File: src/rtl/riscv_nn_qnt_packer.sv
// Packs 4-bit or 2-bit quantization codes LSB-first into OUT_W-bit words, with one word
// in assembly and one in a skid output slot; flushes partial words on request or mode change.
module riscv_nn_qnt_packer #(
  parameter int unsigned OUT_W     = 32,
  parameter logic [2:0]  VEC_MODE2 = 3'd2
) (
  input  logic             clk,
  input  logic             rst_n,
  input  logic             clear_i,
  input  logic [2:0]       vecmode_i,
  input  logic             in_valid_i,
  input  logic [7:0]       in_data_i,
  output logic             in_ready_o,
  input  logic             flush_i,
  output logic             flush_done_o,
  output logic             out_valid_o,
  input  logic             out_ready_i,
  output logic [OUT_W-1:0] out_data_o,
  output logic [3:0]       out_count_o,
  output logic             out_last_o
);

  localparam int unsigned CAP4  = OUT_W / 8;
  localparam int unsigned CAP2  = OUT_W / 4;
  localparam int unsigned FillW = $clog2(CAP2 + 1);

  logic [OUT_W-1:0] acc_q, acc_d, out_q, out_d;
  logic [FillW-1:0] fill_q, fill_d;
  logic [3:0]       cnt_q, cnt_d;
  logic             mode2_q, mode2_d;
  logic             last_q, last_d;
  logic             valid_q, valid_d;
  logic             pend_q, pend_d;
  logic             done_q, done_d;

  logic             in_mode2, out_free, mode_sw, complete, accept, ready;
  logic [FillW-1:0] cap, fill_inc, slot;
  logic [OUT_W-1:0] elem_word;

  always_comb begin
    in_mode2 = (vecmode_i == VEC_MODE2);
    out_free = !valid_q || out_ready_i;
    // When fill>0 and modes match, the incoming mode equals acc_mode, so one cap serves both.
    cap      = in_mode2 ? FillW'(CAP2) : FillW'(CAP4);
    fill_inc = fill_q + FillW'(1);
    mode_sw  = (fill_q != '0) && (in_mode2 != mode2_q);
    complete = !mode_sw && (fill_inc == cap);
    ready    = !pend_q && (!(mode_sw || complete) || out_free);
    accept   = in_valid_i && ready;
    slot     = mode_sw ? '0 : fill_q;
    if (in_mode2) begin
      elem_word = OUT_W'(in_data_i[3:0]) << {slot, 2'b00};
    end else begin
      elem_word = OUT_W'(in_data_i) << {slot, 3'b000};
    end
  end

  always_comb begin
    acc_d   = acc_q;
    fill_d  = fill_q;
    mode2_d = mode2_q;
    out_d   = out_q;
    cnt_d   = cnt_q;
    last_d  = last_q;
    valid_d = valid_q && !out_ready_i;
    pend_d  = pend_q;
    done_d  = 1'b0;

    if (accept) begin
      if (mode_sw) begin
        out_d   = acc_q;
        cnt_d   = 4'(fill_q);
        last_d  = 1'b1;
        valid_d = 1'b1;
        acc_d   = elem_word;
        fill_d  = FillW'(1);
        mode2_d = in_mode2;
      end else if (complete) begin
        out_d   = acc_q | elem_word;
        cnt_d   = 4'(cap);
        last_d  = 1'b0;
        valid_d = 1'b1;
        acc_d   = '0;
        fill_d  = '0;
        mode2_d = in_mode2;
      end else begin
        acc_d  = acc_q | elem_word;
        fill_d = fill_inc;
        if (fill_q == '0) begin
          mode2_d = in_mode2;
        end
      end
    end else if (pend_q) begin
      if (fill_q == '0) begin
        pend_d = 1'b0;
        done_d = 1'b1;
      end else if (out_free) begin
        out_d   = acc_q;
        cnt_d   = 4'(fill_q);
        last_d  = 1'b1;
        valid_d = 1'b1;
        acc_d   = '0;
        fill_d  = '0;
        pend_d  = 1'b0;
        done_d  = 1'b1;
      end
    end

    if (flush_i && !pend_q) begin
      pend_d = 1'b1;
    end

    if (clear_i) begin
      acc_d   = '0;
      fill_d  = '0;
      mode2_d = 1'b0;
      out_d   = '0;
      cnt_d   = '0;
      last_d  = 1'b0;
      valid_d = 1'b0;
      pend_d  = 1'b0;
      done_d  = 1'b0;
    end
  end

  always_ff @(posedge clk or negedge rst_n) begin
    if (!rst_n) begin
      acc_q   <= '0;
      fill_q  <= '0;
      mode2_q <= 1'b0;
      out_q   <= '0;
      cnt_q   <= '0;
      last_q  <= 1'b0;
      valid_q <= 1'b0;
      pend_q  <= 1'b0;
      done_q  <= 1'b0;
    end else begin
      acc_q   <= acc_d;
      fill_q  <= fill_d;
      mode2_q <= mode2_d;
      out_q   <= out_d;
      cnt_q   <= cnt_d;
      last_q  <= last_d;
      valid_q <= valid_d;
      pend_q  <= pend_d;
      done_q  <= done_d;
    end
  end

  assign in_ready_o   = ready;
  assign flush_done_o = done_q;
  assign out_valid_o  = valid_q;
  assign out_data_o   = out_q;
  assign out_count_o  = cnt_q;
  assign out_last_o   = last_q;

endmodule

File: config.mk
export PLATFORM = sky130hd
export DESIGN_NAME = riscv_nn_qnt_packer
export DESIGN_NICKNAME = d
export VERILOG_FILES = /design/src/rtl/riscv_nn_qnt_packer.sv
export SDC_FILE = /design/constraint.sdc
export NUM_CORES = 1
export LEC_CHECK = 0
export BUFFER_PORTS_ARGS = -buffer_cell sky130_fd_sc_hd__buf_2
export CAP_MARGIN = 0
export CORE_UTILIZATION = 57
export CTS_BUF_LIST = sky130_fd_sc_hd__clkbuf_16
export CTS_CLUSTER_DIAMETER = 60
export DETAILED_ROUTE_END_ITERATION = 8
export PLACE_DENSITY = 0.79
export SYNTH_ARGS = -nofsm -noshare
export SYNTH_HDL_FRONTEND = slang
export SYNTH_SLANG_ARGS = --single-unit
export TNS_END_PERCENT = 5
File: constraint.sdc
create_clock -name clk -period 3.4 [get_ports clk]
set_input_delay 1.02 -clock clk [delete_from_list [all_inputs] [get_ports clk]]
set_output_delay 1.02 -clock clk [all_outputs]
set_load 0.05 [all_outputs]
==> out/results.txt, run 1 <==
run status: complete, no violations
Placement Cell Area: 4390 um2
post-CTS repair timing setup buffer count: 0
kind of critical path: in -> out
CTS tree: built
Max Used Layer: met4
drt drc: 0
PwrDens: 495 nW/um2
Req. time, crit path: 2.38 ns
top post-synthesis cells by count: dfrtp_1, nor2_1, a22o_1
FP Rows: 30
EDFF count, synth: 0
Leak Pwr: 0.00210 uW
CP Launch Type: primary input
maximum vdd ir drop: 263 uV
wire length on met1: 4420 um
Simple-Gate Fraction of Synth Area: 16.9%
total power draw: 2310 uW
Gate Count Post-Synth: 382
CTS Buf Count: 9
top-area cell type share of the netlist area: 47.6%
cell mode on critical path: buf_2
via count: 3443
DP Cell Count: 516
initial core utilization: 59.2%
post-route cell area: 4660 um2
grt total ovfl: 0
largest family of logic cells by synthesized area: compound AO/OA/AOI/OAI gates
# clock sinks: 77
final hold violations: 0
clock root buffer: clkbuf_16
overall global routing resource usage: 29.1%
Worst Tran Pin Value: 1.27 ns
die area: 7440 um2
area grow syn2layout: 15.1%
crit share post-route: 96.3%
slew margin rel.: 15.3%
worst hold margin: 0.489 ns
vias in the first global route: 3265
post_cts resized: 0
Max-cap violations: 0
max-slew violations: 0
hold-fix buffers at CTS: 0
fmax: 306 MHz
DR iter-0 viols: 334
share of layout cells above drive strength 1: 26.4%
clock slew at the register clock pins of the worst setup and hold paths: 0.05 ns
largest net degree at the start of global routing: 78
H-tree depth: 3
Yosys reg bits: 77
first-pass GRT wire length: 16600 um
ANT nets after route: 0
post-synthesis compound-gate area fraction: 27.2%
GPL Wtd Cong: 0.936
top_reg_cell synth: dfrtp_1
Synth cell types: 63
initial antenna violation count: 0
met3 WL: 584 um
CP Max Fanout: 3
IO Port Bufs: 56
Clock Latency Late Sink: 0.33 ns
Post-Syn Area: 4040 um2
DR pass1 iterations: 5
CP Data Arrival Time: 2.25 ns
crit path cell chain: buf_2 -> or3b_1 -> nand3_1 -> o211ai_2 -> a21oi_2 -> buf_2
CTS max path bufs: 2
Die Span Y: 86.2 um
Post-Route WL: 9950 um
Slowest cell on crit path: or3b_1
Worst Setup End Kind: output pin
multiplexer share of the synthesized area: 1.24%
Via density: 6.47
slowest stage delay, CP: 0.41 ns
RSZ-0062 raised after global routing: false
Layout Nets: 450
xor/xnor cell area share of the yosys netlist: 0.835%
wire per inst: 18.7 um
core area: 6830 um2
register area share after synthesis: 47.6%
Net Count, Synth: 401
min Tclk post-route: 3.27 ns
syn_area_per_cell: 10.6 um2
diode count: 0
count leader, synth: dfrtp_1
Synth Warn #: 0
synthesized-area fraction occupied by adder cells: 0.619%
Synth area leaders: dfrtp_1, a22o_1, nor2_1, a32o_1, nor3_1
hpwl dp: 6520 um
setup violators final: 0
final instance count without filler cells: 532
met2 wire len: 4750 um
Async SR Flop Fraction: 100%
die width: 86.2 um
IO Pins: 57
clk_skew: 0.00672 ns
area leader, netlist: dfrtp_1
Hold Path Class: reg -> reg
[per-layer routing]
metal	up-vias	track usage, %
met3	18	4.76
met2	152	47.2
met5	-	0
met4	0	11.4
li1	1564	-
met1	1709	39.3
[layout by cell type (no fill, tap or decap), drive strengths merged, types with 6 or more instances in the layout]
master,synthesis,routed
dfrtp,77,77
buf,21,73
nor2,50,50
nor3,35,35
a22o,33,33
a211oi,25,25
a32o,16,16
nand2,13,13
nand3,10,10
a21oi,10,10
clkbuf,14,9
a311oi,8,8
inv,4,6
[cell families after synthesis]
| family | Yosys count |
|---|---|
| compound gates | 124 |
| flops | 77 |
| mux | 5 |
| simple gates | 132 |
| buf+inv | 39 |
| xor+xnor | 3 |
| fa+ha+maj | 2 |
[metrics by stage]
stage / util [%] / TNS (ns) / setup slack [ns]
finish: 68.2 / 0 / 0.127
global route: 68.2 / 0 / 0.0118
CTS: 68.2 / 0 / 0.133
detailed placement: 64.2 / -2.61 / -0.119
global placement: 64.2 / -0.461 / -0.0322
floorplan: - / 0 / 0.0704
[critical path, delay by kind of cell]
kind / cells / cell delay (ns)
AO/OA/AOI/OAI: 2 / 0.29
AND/OR/NAND/NOR: 2 / 0.57
buffers and inverters: 2 / 0.37
[flip-flops by register name, indices dropped and copies added (netlist names)]
name,flops
out_data_o,32
out_valid_o,1
pend_q,1
mode2_q,1
out_count_o,4
out_last_o,1
flush_done_o,1
fill_q,4
acc_q,32
[power by group]
| group | internal [uW] | total, uW | switching [uW] |
|---|---|---|---|
| logic | 131 | 451 | 320 |
| registers | 960 | 986 | 25.4 |
| clock network | 490 | 869 | 380 |
[worst paths after layout]
path                       slack, ns          from  cells past startpoint             to
setup / recovery                0.13  vecmode_i[0]                      6     in_ready_o
hold / removal                  0.49      acc_q[0]                      1       acc_q[0]
setup reg to reg                0.19     fill_q[3]                      6      acc_q[16]
hold reg to reg                 0.49      acc_q[0]                      1       acc_q[0]
max in group asynchronous       1.94         rst_n                      1      acc_q[10]
min in group asynchronous       0.83         rst_n                      1  out_data_o[5]
[final cells by class]
cell class / instances / area [um2]
Fill cell: 555 / 2180
Tap cell: 96 / 120
Timing Repair Buffer: 73 / 423
Sequential cell: 77 / 1930
Inverter: 4 / 15.0
Multi-Input combinational cell: 266 / 1900
Clock buffer: 9 / 225
Clock inverter: 7 / 42.5
Note: power is estimated with default switching activity, not from simulation.
==> run 2, diff against run 1 <==
--- a/config.mk
+++ b/config.mk
@@ -5,7 +5,7 @@
 export SDC_FILE = /design/constraint.sdc
 export NUM_CORES = 1
 export LEC_CHECK = 0
-export BUFFER_PORTS_ARGS = -buffer_cell sky130_fd_sc_hd__buf_2
+export BUFFER_PORTS_ARGS = -buffer_cell sky130_fd_sc_hd__buf_4
 export CAP_MARGIN = 0
 export CORE_UTILIZATION = 57
 export CTS_BUF_LIST = sky130_fd_sc_hd__clkbuf_16
==> run 2 against run 1 <==
Net effect: register-to-register slack gained 0.09 ns; via count decreased by 1.5%; sequential power hardly changed; worst setup slack better by 0.0060 ns; largest cell class unchanged.
==> out/results.txt, run 2 (synthesis gave the netlist of run 1 again) <==
kind of critical path: in -> out
vias in the first global route: 3195 (-2.1%)
FP Rows: 30 (unchanged)
GPL Wtd Cong: 0.858 (-8.4%)
RSZ-0062 raised after global routing: false
# fillers: 539 (-2.9%)
CTS Buf Count: 9 (unchanged)
Clock Latency Late Sink: 0.34 ns (about the same)
ANT nets after route: 0 (unchanged)
CP Launch Type: primary input
slew margin rel.: 16.3% (+1.0 points)
Reg area: 1930 um2 (unchanged)
run status: complete, no violations
CP Max Fanout: 4 (+1)
Max-cap violations: 0 (unchanged)
wire per inst: 18.9 um (+1.0%)
CTS max path bufs: 2 (unchanged)
first-pass GRT wire length: 16500 um (-0.54%)
diode count: 0 (unchanged)
Hold Path Class: reg -> reg
min Tclk post-route: 3.27 ns (-0.00602 ns)
maximum vdd ir drop: 327 uV (+24%)
grt total ovfl: 0 (unchanged)
most frequent cells in the layout: dfrtp_1, buf_4, nor2_1
initial antenna violation count: 0 (unchanged)
clk_skew: 0.00467 ns (-0.00205 ns)
CTS tree: built
DR iter-0 viols: 294 (-12%)
Net Sw Frac: 31.6% (+0.14 points)
DR pass1 iterations: 4 (-1)
Layout Nets: 450 (unchanged)
IO Port Bufs: 56 (unchanged)
Gate power share: 20.2% (+0.6 points)
pre-CTS WS: -0.0501 ns (+0.0690 ns)
share of layout cells above drive strength 1: 26.6% (+0.23 points)
hold-fix buffers at CTS: 0 (unchanged)
Post-Route Setup TNS: 0 ns (unchanged)
overall global routing resource usage: 29.0% (-0.039 points)
Via density: 6.38 (-1.5%)
Clock Power Share: 37.8% (about the same)
fin worst setup slack: 0.133 ns (+0.00602 ns)
Req. time, crit path: 2.38 ns (about the same)
Post-Route WL: 10000 um (+1.0%)
Leak Pwr: 0.00211 uW (+0.24%)
most common cell after layout, fill and taps aside: dfrtp_1
Die Span Y: 86.2 um (unchanged)
post-CTS repair timing setup buffer count: 0 (unchanged)
area grow syn2layout: 18.8%
crit path cell chain: buf_4 -> nor3b_2 -> xnor2_2 -> o211ai_2 -> a21oi_2 -> buf_4
Worst Setup End Kind: output pin
post_cts resized: 0 (unchanged)
CP Data Arrival Time: 2.25 ns (about the same)
clock root buffer: clkbuf_16
multi-input logic area: 1900 um2 (unchanged)
post-route cell area: 4800 um2 (+3.1%)
hpwl dp: 6470 um (-0.86%)
die area: 7440 um2 (unchanged)
largest net degree at the start of global routing: 78 (unchanged)
Slowest cell on crit path: nor3b_2
slowest stage delay, CP: 0.36 ns (-0.05 ns)
initial core utilization: 59.2% (unchanged)
setup violators final: 0 (unchanged)
# clock sinks: 77 (unchanged)
clock slew at the register clock pins of the worst setup and hold paths: 0.06 ns (about the same)
Placement Cell Area: 4530 um2 (+3.1%)
total power draw: 2350 uW (+1.9%)
final hold violations: 0 (unchanged)
die width: 86.2 um (unchanged)
via count: 3393 (-1.5%)
max-slew violations: 0 (unchanged)
switching power: 742 uW (+2.3%)
fmax: 306 MHz (+0.18%)
crit share post-route: 96.1% (-0.18 points)
PwrDens: 489 nW/um2 (-1.2%)
H-tree depth: 3 (unchanged)
register share of total power: 42.0% (-0.7 points)
core area: 6830 um2 (unchanged)
IO Pins: 57 (unchanged)
cell mode on critical path: buf_4
Worst Tran Pin Value: 1.25 ns (-0.0149 ns)
internal power: 1610 uW (+1.7%)
drt drc: 0 (unchanged)
==> run 2: changes by cell type in the layout (fill, tap and decap cells not counted) <==
cell,before,now
inv_1,4,3
clkinvlp_4,1,3
inv_6,1,0
clkinv_2,2,1
buf_4,17,72
inv_8,0,1
buf_2,55,0
==> run 2: layout make-up <==
type,count,share of cell area (%)
Clock inverter,7,1.07
Multi-Input combinational cell,266,39.6
Timing Repair Buffer,73,11.7
Inverter,4,0.313
Tap cell,96,2.50
Clock buffer,9,4.69
Sequential cell,77,40.1
==> run 2: per-layer routing <==
layer | global-route usage, % | share of wire (%) | vias up
met2 | 44.6 | 48 | 128
met5 | 0 | 0 | -
met3 | 5.71 | 5.9 | 15
li1 | - | - | 1560
met4 | 10.3 | 1.5 | 0
met1 | 41.3 | 45 | 1690
==> run 2: worst max-delay path, delay by kind of cell <==
family | cells | cell delay [ns]
simple gates | 1 | 0.36
buf+inv | 2 | 0.31
compound gates | 2 | 0.32
xor+xnor | 1 | 0.23
==> run 2: worst paths after layout <==
path	to	slack, ns	cells past startpoint	startpoint
worst max-delay path	in_ready_o	0.13	6	vecmode_i[0]
worst min register to register	acc_q[8]	0.50	1	acc_q[8]
min in group asynchronous	out_data_o[7]	0.81	1	rst_n
max in group asynchronous	acc_q[19]	1.96	1	rst_n
worst min-delay path	acc_q[8]	0.50	1	acc_q[8]
worst max register to register	acc_q[19]	0.28	6	fill_q[3]
==> run 2: metrics by stage <==
step                std cells  hold slack, ns  util (%)
finish                    532           0.497      70.3
global route              532           0.516      70.3
CTS                       532           0.496      70.3
detailed placement        516           0.480      66.2
global placement          516           0.472      66.2
floorplan                 382           0.463         -
==> run 2: power groups by stage <==
stage / Combinational, uW / Clock (uW) / Sequential (uW)
after floorplan: 238 / 0 / 1090
after CTS: 472 / 896 / 987
after global routing: 509 / 930 / 992
after global placement: 461 / 0 / 1000
after detailed placement: 467 / 0 / 1000
final: 474 / 889 / 987
==> run 3, diff against run 2 <==
--- a/config.mk
+++ b/config.mk
@@ -7,11 +7,10 @@
 export LEC_CHECK = 0
 export BUFFER_PORTS_ARGS = -buffer_cell sky130_fd_sc_hd__buf_4
 export CAP_MARGIN = 0
-export CORE_UTILIZATION = 57
+export CORE_UTILIZATION = 50
 export CTS_BUF_LIST = sky130_fd_sc_hd__clkbuf_16
-export CTS_CLUSTER_DIAMETER = 60
 export DETAILED_ROUTE_END_ITERATION = 8
-export PLACE_DENSITY = 0.79
+export PLACE_DENSITY_LB_ADDON = 0.05
 export SYNTH_ARGS = -nofsm -noshare
 export SYNTH_HDL_FRONTEND = slang
 export SYNTH_SLANG_ARGS = --single-unit
==> run 3 against run 2 <==
Net effect: via count decreased by 0.88%; register-to-register slack better by 0.28 ns; non-clock buffer count up 5; highest routed layer unchanged; critical path depth unchanged; wire length rose by 0.52%; fmax is 0.30% higher; first-iteration DRC count down 6.8%; flip-flop and latch count stayed put; global-route usage decreased by 3.2 points; power grew 6.5%; sequential share of layout area down 0.77 points; clock power is 17% higher.
==> out/results.txt, run 3 (synthesis gave the netlist of run 1 again) <==
die area: 8450 um2 (+14%)
fmax: 307 MHz (+0.30%)
initial core utilization: 52.1% (-7.1 points)
hold-fix buffers at CTS: 0 (unchanged)
via count: 3363 (-0.88%)
Clock Latency Late Sink: 0.34 ns (about the same)
diode count: 0 (unchanged)
post_cts resized: 0 (unchanged)
Post-Route WL: 10100 um (+0.52%)
Layout Nets: 455 (+1.1%)
max-slew violations: 0 (unchanged)
clk_skew: 0.00781 ns (+0.00314 ns)
maximum vdd ir drop: 272 uV (-17%)
area grow syn2layout: 21.1%
GPL Wtd Cong: 0.885 (+3.2%)
clock root buffer: clkbuf_16
CP Launch Type: primary input
Max-cap violations: 0 (unchanged)
CP Data Arrival Time: 2.24 ns (about the same)
clock slew at the register clock pins of the worst setup and hold paths: 0.06 ns (about the same)
RSZ-0062 raised after global routing: false
Post-Route Setup TNS: 0 ns (unchanged)
run status: complete, no violations
ANT nets after route: 0 (unchanged)
fin worst setup slack: 0.143 ns (+0.00987 ns)
post-CTS repair timing setup buffer count: 0 (unchanged)
slew margin rel.: 32.1% (+16 points)
wire per inst: 18.6 um (-1.5%)
Worst Tran Pin Value: 1.02 ns (-0.236 ns)
largest net degree at the start of global routing: 78 (unchanged)
IO Pins: 57 (unchanged)
DR iter-0 viols: 274 (-6.8%)
Worst Setup End Kind: output pin
PwrDens: 511 nW/um2 (+4.4%)
Hold Path Class: reg -> reg
first-pass GRT wire length: 17000 um (+3.2%)
Placement Cell Area: 4570 um2 (+1.0%)
final hold violations: 0 (unchanged)
FP Rows: 32 (+6.7%)
H-tree depth: 3 (unchanged)
hpwl dp: 6700 um (+3.7%)
CP Max Fanout: 4 (unchanged)
share of layout cells above drive strength 1: 27.4% (+0.83 points)
post-route cell area: 4900 um2 (+2.0%)
vias in the first global route: 3322 (+4.0%)
most frequent cells in the layout: dfrtp_1, buf_4, nor2_1
kind of critical path: in -> out
drt drc: 0 (unchanged)
Leak Pwr: 0.00216 uW (+2.5%)
IO Port Bufs: 56 (unchanged)
crit share post-route: 95.8% (-0.29 points)
Req. time, crit path: 2.38 ns (about the same)
die width: 91.9 um (+6.6%)
initial antenna violation count: 0 (unchanged)
core area: 7770 um2 (+14%)
CTS Buf Count: 9 (unchanged)
DR pass1 iterations: 4 (unchanged)
min Tclk post-route: 3.26 ns (-0.00987 ns)
Via density: 6.19 (-2.9%)
pre-CTS WS: 0.0679 ns (+0.118 ns)
overall global routing resource usage: 25.8% (-3.2 points)
# clock sinks: 77 (unchanged)
setup violators final: 0 (unchanged)
CTS tree: built
Die Span Y: 91.9 um (+6.6%)
grt total ovfl: 0 (unchanged)
CTS max path bufs: 2 (unchanged)
==> run 3: cell count changes in the layout (fill, tap and decap cells not counted) <==
cell        previous run  this run
inv_1                  3         4
bufinv_16              0         2
buf_4                 72        77
clkinv_4               1         2
clkinv_2               1         0
clkinv_1               1         0
clkinvlp_4             3         1
==> run 3: critical path, stage by stage <==
cell and delay [ns]:
buf_4 0.11, nor3b_2 0.36, xnor2_2 0.24, o211ai_2 0.15, a21oi_2 0.15, buf_4 0.20
==> run 3: final cells by class <==
class | count | area [um2]
Clock buffer | 9 | 225
Clock inverter | 7 | 100
Fill cell | 662 | 2870
Inverter | 4 | 15.0
Multi-Input combinational cell | 266 | 1900
Sequential cell | 77 | 1930
Tap cell | 102 | 128
Timing Repair Buffer | 78 | 598
==> run 3: metrics by stage <==
step / instances / power, uW / hold slack, ns / utilization, %
6_report: 543 / 2500 / 0.494 / 63.0
5_1_grt: 543 / 2590 / 0.513 / 63.0
4_1_cts: 543 / 2520 / 0.495 / 63.0
3_5_place_dp: 527 / 1480 / 0.482 / 58.8
3_3_place_gp: 527 / 1470 / 0.474 / 58.8
2_1_floorplan: 382 / 1330 / 0.463 / -
==> run 3: report_power, final <==
part	switching, uW	leakage (uW)	internal, uW	total [uW]
Clock	393	0.000159	647	1040
Combinational	320	0.000940	155	475
Sequential	26.2	0.00106	960	987
==> run 3: path summary, 6_finish.rpt <==
kind | from | to | slack [ns] | cells after the start
max | vecmode_i[0] | in_ready_o | 0.14 | 6
min | acc_q[0] | acc_q[0] | 0.49 | 1
max reg2reg | fill_q[3] | acc_q[7] | 0.56 | 8
min reg2reg | acc_q[0] | acc_q[0] | 0.49 | 1
max in group asynchronous | rst_n | acc_q[11] | 1.95 | 1
min in group asynchronous | rst_n | out_data_o[5] | 0.83 | 1
==> run 3: routing by layer <==
layer	vias to the layer above	part of all wire (%)	track usage, %
met5	-	0	0
met4	0	1.4	9.38
met3	16	5.8	5.14
met2	111	47	39.3
met1	1664	46	36.5
li1	1572	-	-
